<file path="src/rtl/vending_machine_multi.sv">
// -----------------------------------------------------------------------------
// vending_machine_multi
//   Multi-item vending controller. Accepts nickel/dime/quarter coins into a
//   credit register kept in nickel units. Item i costs
//   BASE_PRICE + i*PRICE_STEP nickels. Each item has its own stock counter.
//   Change is paid out one coin per cycle, using dimes first and then a nickel.
//
// Ports
//   clock           system clock, rising edge
//   reset           asynchronous, active-low reset
//   item_number     item index, sampled with select
//   select          purchase request
//   nickel_in       coin inserted, worth 1 nickel
//   dime_in         coin inserted, worth 2 nickels
//   quarter_in      coin inserted, worth 5 nickels
//   cancel          refund all credit
//   restock         reload every stock counter
//   dispense        one-cycle vend pulse
//   dispensed_item  vended item index (non-zero only while dispense=1)
//   nickel_out      one-cycle pulse, return one nickel
//   dime_out        one-cycle pulse, return one dime
//   coin_reject     one-cycle pulse, inserted coin returned unaccepted
//   err_valid       one-cycle select-error pulse
//   err_code        01 invalid item, 10 sold out, 11 insufficient credit
//   credit          current credit in nickels
//   busy            high while vending or paying change
// -----------------------------------------------------------------------------
module vending_machine_multi #(
  parameter int NUM_ITEMS  = 12,
  parameter int ITEM_W     = 4,
  parameter int CREDIT_W   = 5,
  parameter int MAX_CREDIT = 20,
  parameter int BASE_PRICE = 3,
  parameter int PRICE_STEP = 1,
  parameter int STOCK_W    = 4,
  parameter int STOCK_INIT = 2
) (
  input  logic                clock,
  input  logic                reset,
  input  logic [ITEM_W-1:0]   item_number,
  input  logic                select,
  input  logic                nickel_in,
  input  logic                dime_in,
  input  logic                quarter_in,
  input  logic                cancel,
  input  logic                restock,
  output logic                dispense,
  output logic [ITEM_W-1:0]   dispensed_item,
  output logic                nickel_out,
  output logic                dime_out,
  output logic                coin_reject,
  output logic                err_valid,
  output logic [1:0]          err_code,
  output logic [CREDIT_W-1:0] credit,
  output logic                busy
);

  // Prices and credit sums are formed at this width so that neither a large
  // item index nor a coin added to full credit can wrap.
  localparam int PW = CREDIT_W + ITEM_W;

  typedef enum logic [1:0] {
    ST_IDLE   = 2'd0,
    ST_VEND   = 2'd1,
    ST_CHANGE = 2'd2
  } state_t;

  localparam logic [1:0] ERR_NONE    = 2'b00;
  localparam logic [1:0] ERR_INVALID = 2'b01;
  localparam logic [1:0] ERR_SOLDOUT = 2'b10;
  localparam logic [1:0] ERR_CREDIT  = 2'b11;

  // Registered state and outputs
  state_t                r_state;
  logic [CREDIT_W-1:0]   r_credit;
  logic                  r_dispense;
  logic [ITEM_W-1:0]     r_dispensed_item;
  logic                  r_nickel_out;
  logic                  r_dime_out;
  logic                  r_coin_reject;
  logic                  r_err_valid;
  logic [1:0]            r_err_code;
  logic                  r_busy;
  logic [STOCK_W-1:0]    r_stock [NUM_ITEMS];

  // Next-state values and decoded inputs
  state_t                w_state_nxt;
  logic [CREDIT_W-1:0]   w_credit_nxt;
  logic                  w_dispense_nxt;
  logic [ITEM_W-1:0]     w_item_nxt;
  logic                  w_nickel_nxt;
  logic                  w_dime_nxt;
  logic                  w_reject_nxt;
  logic                  w_err_valid_nxt;
  logic [1:0]            w_err_code_nxt;
  logic                  w_vend;
  logic                  w_restock_en;

  logic                  w_any_coin;
  logic                  w_multi_coin;
  logic [PW-1:0]         w_coin_val;
  logic [PW-1:0]         w_credit_ext;
  logic [PW-1:0]         w_credit_sum;
  logic [PW-1:0]         w_price;
  logic                  w_item_ok;
  logic [ITEM_W-1:0]     w_idx;
  logic [STOCK_W-1:0]    w_stock_sel;

  assign w_any_coin   = nickel_in | dime_in | quarter_in;
  assign w_multi_coin = (nickel_in & dime_in) | (nickel_in & quarter_in) |
                        (dime_in & quarter_in);

  always_comb begin
    w_coin_val = '0;
    if (nickel_in)       w_coin_val = PW'(1);
    else if (dime_in)    w_coin_val = PW'(2);
    else if (quarter_in) w_coin_val = PW'(5);
  end

  assign w_credit_ext = PW'(r_credit);
  assign w_credit_sum = w_credit_ext + w_coin_val;
  assign w_price      = PW'(BASE_PRICE) + PW'(item_number) * PW'(PRICE_STEP);
  assign w_item_ok    = PW'(item_number) < PW'(NUM_ITEMS);
  // Out-of-range indices are redirected to entry 0. The value read back is
  // never used, because the invalid-item error takes precedence.
  assign w_idx        = w_item_ok ? item_number : '0;
  assign w_stock_sel  = r_stock[w_idx];

  // Next-state and output decode
  always_comb begin
    // NOTE: every signal driven here gets a default first, so no path can
    // leave one unassigned and infer a latch.
    w_state_nxt     = r_state;
    w_credit_nxt    = r_credit;
    w_dispense_nxt  = 1'b0;
    w_item_nxt      = '0;
    w_nickel_nxt    = 1'b0;
    w_dime_nxt      = 1'b0;
    w_reject_nxt    = 1'b0;
    w_err_valid_nxt = 1'b0;
    w_err_code_nxt  = ERR_NONE;
    w_vend          = 1'b0;
    w_restock_en    = 1'b0;

    unique case (r_state)
      ST_IDLE: begin
        // A coin is accepted only when no higher-priority request is present
        // in the same cycle. Otherwise the coin is handed back.
        if (cancel) begin
          w_reject_nxt = w_any_coin;
          if (r_credit != '0) w_state_nxt = ST_CHANGE;
        end else if (select) begin
          w_reject_nxt = w_any_coin;
          if (!w_item_ok) begin
            w_err_valid_nxt = 1'b1;
            w_err_code_nxt  = ERR_INVALID;
          end else if (w_stock_sel == '0) begin
            w_err_valid_nxt = 1'b1;
            w_err_code_nxt  = ERR_SOLDOUT;
          end else if (w_credit_ext < w_price) begin
            w_err_valid_nxt = 1'b1;
            w_err_code_nxt  = ERR_CREDIT;
          end else begin
            w_credit_nxt   = CREDIT_W'(w_credit_ext - w_price);
            w_vend         = 1'b1;
            w_dispense_nxt = 1'b1;
            w_item_nxt     = item_number;
            w_state_nxt    = ST_VEND;
          end
        end else if (w_any_coin) begin
          if (w_multi_coin || (w_credit_sum > PW'(MAX_CREDIT))) begin
            w_reject_nxt = 1'b1;
          end else begin
            w_credit_nxt = CREDIT_W'(w_credit_sum);
          end
        end else if (restock) begin
          w_restock_en = 1'b1;
        end
      end

      ST_VEND: begin
        w_reject_nxt = w_any_coin;
        w_state_nxt  = (r_credit != '0) ? ST_CHANGE : ST_IDLE;
      end

      ST_CHANGE: begin
        w_reject_nxt = w_any_coin;
        if (r_credit >= CREDIT_W'(2)) begin
          w_dime_nxt   = 1'b1;
          w_credit_nxt = r_credit - CREDIT_W'(2);
        end else if (r_credit == CREDIT_W'(1)) begin
          w_nickel_nxt = 1'b1;
          w_credit_nxt = '0;
        end
        if (w_credit_nxt == '0) w_state_nxt = ST_IDLE;
      end

      default: w_state_nxt = ST_IDLE;
    endcase
  end

  // State and output registers
  always_ff @(posedge clock or negedge reset) begin
    if (!reset) begin
      r_state          <= ST_IDLE;
      r_credit         <= '0;
      r_dispense       <= 1'b0;
      r_dispensed_item <= '0;
      r_nickel_out     <= 1'b0;
      r_dime_out       <= 1'b0;
      r_coin_reject    <= 1'b0;
      r_err_valid      <= 1'b0;
      r_err_code       <= ERR_NONE;
      r_busy           <= 1'b0;
    end else begin
      // NOTE: sequential state uses non-blocking assignments so that every
      // register samples values from before the clock edge.
      r_state          <= w_state_nxt;
      r_credit         <= w_credit_nxt;
      r_dispense       <= w_dispense_nxt;
      r_dispensed_item <= w_item_nxt;
      r_nickel_out     <= w_nickel_nxt;
      r_dime_out       <= w_dime_nxt;
      r_coin_reject    <= w_reject_nxt;
      r_err_valid      <= w_err_valid_nxt;
      r_err_code       <= w_err_code_nxt;
      r_busy           <= (w_state_nxt != ST_IDLE);
    end
  end

  // Per-item stock counters
  always_ff @(posedge clock or negedge reset) begin
    if (!reset) begin
      // NOTE: this small array is reset deliberately, because a full stock
      // load after reset is part of the function. It must therefore stay in
      // flops and cannot be mapped to a RAM.
      for (int i = 0; i < NUM_ITEMS; i++) r_stock[i] <= STOCK_W'(STOCK_INIT);
    end else if (w_restock_en) begin
      for (int i = 0; i < NUM_ITEMS; i++) r_stock[i] <= STOCK_W'(STOCK_INIT);
    end else if (w_vend) begin
      r_stock[w_idx] <= w_stock_sel - STOCK_W'(1);
    end
  end

  assign dispense       = r_dispense;
  assign dispensed_item = r_dispensed_item;
  assign nickel_out     = r_nickel_out;
  assign dime_out       = r_dime_out;
  assign coin_reject    = r_coin_reject;
  assign err_valid      = r_err_valid;
  assign err_code       = r_err_code;
  assign credit         = r_credit;
  assign busy           = r_busy;

endmodule

</file>
<file path="config.mk">
export PLATFORM = sky130hd
export DESIGN_NAME = vending_machine_multi
export DESIGN_NICKNAME = d
export VERILOG_FILES = /design/src/rtl/vending_machine_multi.sv
export SDC_FILE = /design/constraint.sdc
export NUM_CORES = 1
export LEC_CHECK = 0
export BUFFER_PORTS_ARGS = -buffer_cell sky130_fd_sc_hd__clkbuf_2
export CORE_MARGIN = 2
export CORE_UTILIZATION = 55
export DETAILED_ROUTE_END_ITERATION = 8
export PLACE_DENSITY = 0.78
export SLEW_MARGIN = 10
export SYNTH_ARGS = -nofsm -noshare
export SYNTH_HDL_FRONTEND = slang
export SYNTH_SLANG_ARGS = --single-unit
</file>
<file path="constraint.sdc">
create_clock -name clock -period 3 [get_ports clock]
set_clock_uncertainty 0.1 [all_clocks]
set_input_delay 0.3 -clock clock [delete_from_list [all_inputs] [get_ports clock]]
set_output_delay 0.3 -clock clock [all_outputs]
set_load 0.01 [all_outputs]
</file>
==> run metrics, run 1 <==
Core Box Area=0.007253 sq mm; # IOs=29; 1st-iter DRT viols=215; buffer levels on the longest clock path=2; layout cell share with drive strength beyond 1=24.41%; Async S/R FF share, synth=100.0%; Cell Int Power=0.002474 W; DR vias/cell=6.051; clock share of power=20.2%; VDD IR max=0.0004119 V; synthesis-to-finish area growth=18.20%; combinational power share=47.3%; routed length per instance=17.32 microns; Worst Path Required=3.14 ns; post-layout net count=536; Setup crit end=credit[0]$_DFFE_PN0P_; Startpoint Class=flop; worst hold path type=in2async; WP data arrival=3.02 ns; total DRC errors in the routed layout=0; Yosys reg bits=67; final non-filler cell total=607; Ys Warns=0; endpoints failing hold=0; sequential share of the synthesized area=41.01%; First-pass DRT Iterations=6; pin count of the biggest net entering global routing=68; die width=90.61 microns; leakage power=2.279 nW; maxcap violations=0; htree depth=3; crit path launch=credit[0]$_DFFE_PN0P_; Post-Route WL=10510 microns; critical path type=reg2reg; leading post-synthesis cells by cell area=dfrtp_1, dfstp_2, ha_1, mux2i_1, o21ai_0; Slew Limit Fails=0; Port Buffers=28; Remaining Overflow, GRT=0; TritonCTS buffer count=9; CTS tree=done; crit path max fanout=3; Cell Rows=31; PwrDens=839.8 mW/mm^2; vias=3673; synthesized net count=473; Max Clock Freq=0.3468 GHz; CTS Root Buffer Type=clkbuf_8; reg2reg path depth=11; vias in the first global route=3615; synthesized instance count=440; status=finished clean; clock sink total=67; post-synthesis area per instance=9.375 sq um; GP Congestion=0.9827; Clock transition at path regs=0.07 ns; Post-synth EDFFs=0; post-route minimum period=2.883 ns; RSZ-0062 raised after global routing=true; Net Switching=0.001621 W; Slew HR=44.23%; Mapped Area=0.004125 sq mm; Vert. Die Dim=90.61 microns; commonest register cell after synthesis=dfrtp_1; initial antenna violation count=0; Core Util, Final=67.22%; DP Wirelength=7560 microns; Tcrit/Tclk final=96.11%; Synth top area share=33.36%; Antenna Cells=0; Antenna Nets Post-Route=0; Setup Viol. Count Final=0; Tot GR Track Use=26.86%; Fillers=607; r2r endpoint=credit[0]$_DFFE_PN0P_; Clock Latency Late Sink=0.35 ns; # Post-CTS Setup Buffers=0; Initial Util=56.87%; flop-to-flop setup slack=0.12 ns; Netlist cell types=64; setup TNS=0 ns; placed cells=591; Critical Path Sink Type=flop; Synth area leader=dfrtp_1; power share of the sequential group=32.5%; worst-margin pin slew=0.8365 ns; Hold WS=0.03366 ns; Sw Ratio=39.58%; Reg2Reg Launch Point=credit[0]$_DFFE_PN0P_; first-pass GRT wire length=17590 microns; Die ar.=0.008209 sq mm
per-stage QoR:
| stage | setup WS [ns] | instance area, sq um | power [W] |
|---|---|---|---|
| finish | 0.1167 | 4876 | 0.004095 |
| global route | -0.05671 | 4876 | 0.004373 |
| CTS | 0.1153 | 4855 | 0.004053 |
| detailed placement | -0.06294 | 4639 | 0.003219 |
| global placement | 0.009380 | 4639 | 0.003171 |
| floorplan | 0.01208 | 4126 | 0.002582 |
layout by cell type (no fill, tap or decap), types with 3 or more instances in the layout:
| cell | instances |
|---|---|
| dfrtp_1 | 55 |
| buf_4 | 46 |
| o21ai_0 | 42 |
| nand3_1 | 37 |
| nor2_1 | 32 |
| clkbuf_2 | 27 |
| nand2_1 | 23 |
| mux2i_1 | 21 |
| inv_1 | 20 |
| ha_1 | 19 |
| a21oi_1 | 17 |
| o21ai_1 | 15 |
| nand2b_1 | 13 |
| dfstp_2 | 12 |
| clkbuf_8 | 9 |
| nor3_1 | 8 |
| nand3_2 | 8 |
| xnor2_1 | 6 |
| nor2b_1 | 6 |
| and2_1 | 6 |
| a211oi_1 | 5 |
| o221ai_1 | 4 |
| nor3b_1 | 4 |
| xor2_1 | 3 |
| o22ai_1 | 3 |
| a31oi_1 | 3 |
| a22o_1 | 3 |
| a21o_1 | 3 |
| nand3_4 | 3 |
logic make-up (layout without fill, tap and decap cells):
| kind of cell | after synthesis | count (layout) | share of synthesized area [%] |
|---|---|---|---|
| flip-flops | 67 | 67 | 41.01 |
| multiplexers | 22 | 22 | 5.368 |
| XOR/XNOR | 10 | 10 | 2.123 |
| AO/OA/AOI/OAI | 124 | 124 | 19.47 |
| buffers and inverters | 44 | 112 | 4.701 |
| adder cells (fa/ha/maj) | 22 | 22 | 6.976 |
| AND/OR/NAND/NOR | 151 | 151 | 20.35 |
state kept, by name, summed over array words and instances, names as in the netlist:
signal	count
dime_out	1
err_valid	1
coin_reject	1
nickel_out	1
err_code	2
r_stock	48
credit	5
busy	1
r_state	2
dispensed_item	4
dispense	1
cell usage after synthesis (all sizes together), types with 2 or more instances:
| library cell | n |
|---|---|
| fa | 2 |
| xor2 | 4 |
| clkbuf | 13 |
| buf | 10 |
| o31ai | 2 |
| dfrtp | 55 |
| o211ai | 2 |
| o22ai | 3 |
| nor2b | 7 |
| a31oi | 3 |
| and3 | 2 |
| and2 | 6 |
| a21o | 3 |
| a211o | 2 |
| a22oi | 2 |
| a21oi | 18 |
| ha | 19 |
| mux2i | 21 |
| o2bb2ai | 2 |
| xnor2 | 6 |
| inv | 21 |
| a221o | 2 |
| nor3 | 8 |
| dfstp | 12 |
| nand2 | 23 |
| nor3b | 4 |
| o21ai | 58 |
| a211oi | 6 |
| o31a | 2 |
| nor2 | 32 |
| nand2b | 13 |
| o221ai | 4 |
| nor4b | 2 |
| nand3 | 48 |
| a22o | 3 |
area by class of cell:
class / instances / area (sq um) / share of cell area, %
timing repair buffer: 75 / 505.5 / 10.37
clock inverter: 6 / 87.58 / 1.796
clock buffer: 10 / 127.6 / 2.617
sequential: 67 / 1692 / 34.69
multi-input combinational: 329 / 2261 / 46.37
tap: 99 / 123.9 / 2.540
inverter: 21 / 78.83 / 1.617
repair_timing:
| action | in CTS | in global routing |
|---|---|---|
| setup endpoints to repair | 0 | 8 |
| hold buffers | 0 | 0 |
| resized for setup | 0 | 4 |
critical path, cell delays in order, from the launching register on:
cell,delay [ns]
dfrtp_1,0.37
ha_1,0.17
inv_1,0.06
fa_1,0.50
nor2b_1,0.18
o211ai_1,0.10
a21oi_1,0.17
nor3_1,0.07
or3_1,0.44
a2bb2oi_2,0.23
nor2_1,0.08
o32ai_1,0.30
how the worst min path moves through the flow:
stage	slack, ns	depth (start not counted)	to
floorplan	-0.1	0	busy$_DFF_PN0_
global placement	0.39	2	r_stock[19]$_DFFE_PN0P_
detailed placement	0.40	2	r_stock[36]$_DFFE_PN0P_
CTS	0.08	2	r_stock[7]$_DFFE_PN0P_
global route	0.12	2	r_stock[3]$_DFFE_PN0P_
finish	0.03	2	credit[0]$_DFFE_PN0P_
layer usage:
layer	wire length (microns)	vias to the layer above	track usage, %
met5	0	-	0
met4	264	0	9.744
met3	662	30	4.508
met2	4889	167	42.48
met1	4696	1766	37.30
li1	-	1710	-
power groups by stage:
stage                     logic, W  clock network, W  registers [W]
final                      0.00194          0.000826        0.00133
after detailed placement   0.00187                 0        0.00135
after CTS                  0.00189          0.000837        0.00133
after floorplan            0.00121                 0        0.00137
after global routing       0.00213          0.000884        0.00136
after global placement     0.00183                 0        0.00134
(Power assumes the default switching activity.)
==> inputs of run 2 (changes only) <==
--- a/config.mk
+++ b/config.mk
@@ -8,8 +8,9 @@
 export BUFFER_PORTS_ARGS = -buffer_cell sky130_fd_sc_hd__clkbuf_2
 export CORE_MARGIN = 2
 export CORE_UTILIZATION = 55
+export CTS_CLUSTER_SIZE = 25
 export DETAILED_ROUTE_END_ITERATION = 8
-export PLACE_DENSITY = 0.78
+export PLACE_DENSITY = 0.81
 export SLEW_MARGIN = 10
 export SYNTH_ARGS = -nofsm -noshare
 export SYNTH_HDL_FRONTEND = slang
==> constraint.sdc (replaced) <==
create_clock -name clock -period 2.35 [get_ports clock]
set_clock_uncertainty 0.1 [all_clocks]
set_input_delay 0.235 -clock clock [delete_from_list [all_inputs] [get_ports clock]]
set_output_delay 0.235 -clock clock [all_outputs]
set_load 0.01 [all_outputs]
==> run 2 against run 1 <==
Against the previous run: the run now ends with negative setup slack left; utilization grew 14 points; hold slack gained 0.051 ns; fmax grew 6.7%; register-to-register slack lost 0.47 ns; sequential power grew 35%; clock-buffer cell count grew 1; setup slack lost 0.47 ns; die area is the same; design area grew 20%; first-iteration DRC count grew 56%; critical path depth grew 2; largest power group unchanged.
==> run metrics, run 2 (same netlist as run 1, synthesis figures left out) <==
status=complete, but fails checks; failing checks=negative setup slack; Worst Path Required=2.53 ns; maxcap violations=0; met1 WL=5398 microns; largest reg by FF count=r_stock; Hold WS=0.08426 ns; Initial Util=56.87%; setup TNS=-14.98 ns; Tcrit/Tclk final=115.0%; synthesis-to-finish area growth=42.31%; clock share of power=15.7%; vias in the first global route=3997; CTS tree=done; Slew Limit Fails=0; Net Switching=0.002596 W; max reg flops=48; Post-Route WL=13980 microns; RSZ-0062 raised after global routing=true; placed cells=630; critical path type=reg2reg; vias=4119; Max Clock Freq=0.3701 GHz; Max Used Layer=met4; DR vias/cell=6.250; initial antenna violation count=0; Core Util, Final=80.94%; die width=90.61 microns; worst-margin pin slew=0.7052 ns; Met3 Wirelength=986 microns; GP Congestion=0.9934; Vert. Die Dim=90.61 microns; Cell Rows=31; crit path max fanout=8; Die ar.=0.008209 sq mm; Setup Viol. Count Final=62; Cell Int Power=0.003741 W; first-pass GRT wire length=20830 microns; TritonCTS buffer count=9; buffer levels on the longest clock path=2; Startpoint Class=flop; total DRC errors in the routed layout=0; Post-DP Area=0.005260 sq mm; endpoints failing hold=0; setup ws final=-0.3521 ns; combinational power share=55.9%; design area=0.005871 sq mm; Port Buffers=28; # IOs=29; worst hold path type=in2reg; post-layout net count=589; Clock Latency Late Sink=0.36 ns; most frequent cells in the layout=buf_4, dfrtp_1, nand3_2, nor2_1; routed length per instance=21.21 microns; htree depth=3; met2 wire length=6938 microns; post-route minimum period=2.702 ns; Core Box Area=0.007253 sq mm; Hold Path Depth=2; Tot GR Track Use=32.58%; VDD IR max=0.0006446 V; Critical Path Sink Type=flop; Sw Ratio=40.97%; Remaining Overflow, GRT=0; CTS Root Buffer Type=clkbuf_8; First-pass DRT Iterations=5; layout cell share with drive strength beyond 1=48.75%; DP Wirelength=9138 microns; Antenna Cells=0; power share of the sequential group=28.4%; leakage power=2.651 nW; Clock transition at path regs=0.07 ns; Antenna Nets Post-Route=0; Slew HR=52.99%; PwrDens=1079 mW/mm^2; pin count of the biggest net entering global routing=39; 1st-iter DRT viols=336; WP data arrival=2.88 ns; clock sink total=67; reg2reg path depth=13; final non-filler cell total=659; most common cell after layout, fill and taps aside=buf_4
==> run 2: cell types whose count changed in the layout (fill, tap and decap cells not counted), moves of 11 or more <==
cell     change
nand3_1     -32
buf_4       +45
o21ai_2     +21
nand3_2     +22
o21ai_0     -32
o21ai_1     +11
==> run 2: timing repair <==
item,in CTS,in global routing
gates resized for setup,43,34
buffers inserted,9,4
pin swaps,15,13
hold buffers,1,0
setup endpoints to repair,62,64
endpoints found under the hold margin,24,0
==> run 2: power groups by stage <==
stage | sequential (W) | clock, W | combinational, W
after floorplan | 0.00177 | 0 | 0.00177
after global placement | 0.00175 | 0 | 0.00291
after CTS | 0.00176 | 0.00100 | 0.00326
final | 0.00180 | 0.000998 | 0.00354
after detailed placement | 0.00177 | 0 | 0.00300
after global routing | 0.00181 | 0.00105 | 0.00380
==> run 2: final cells by class <==
class,instances,area [sq um]
repair buffers,128,940.9
inverters,21,97.59
flip-flops and latches,67,1694
fillers,419,1383
clock inverters,4,50.05
well taps,99,123.9
clock buffers,11,151.4
multi-input cells,329,2813
==> run 2: path summary, 6_finish.rpt <==
kind	start	endpoint	slack, ns
setup / recovery	r_stock[32]$_DFFE_PN0P_	r_stock[38]$_DFFE_PN0P_	-0.35
hold / removal	item_number[3]	dispensed_item[3]$_DFF_PN0_	0.08
setup reg to reg	r_stock[32]$_DFFE_PN0P_	r_stock[38]$_DFFE_PN0P_	-0.35
hold reg to reg	r_stock[2]$_DFFE_PN0P_	r_stock[2]$_DFFE_PN0P_	0.42
max in group asynchronous	reset	r_stock[13]$_DFFE_PN1P_	1.08
min in group asynchronous	reset	dispense$_DFF_PN0_	0.35
==> run 2: layer usage <==
metal,vias to the layer above,track usage [%]
met2,223,55.04
met1,1987,41.50
met5,-,0
met4,0,12.44
met3,69,6.093
li1,1840,-
==> run 2: stage by stage <==
stage                     power [W]  setup WS [ns]
after CTS                  0.006022        -0.3051
after floorplan            0.003542        -0.1735
after detailed placement   0.004767        -0.5619
after global placement     0.004666        -0.5235
after global routing       0.006661        -0.4062
final                      0.006337        -0.3521
==> run 2: worst max-delay path, stage by stage (launching register included) <==
cell and delay, ns:
dfrtp_1 0.40, mux2i_2 0.26, a21oi_2 0.11, o221ai_2 0.22, o311ai_4 0.16, bufinv_8 0.22
ha_4 0.13, inv_4 0.04, o311a_4 0.32, buf_6 0.14, buf_12 0.14, nand3_4 0.16
nand3_2 0.09, o21ai_1 0.12
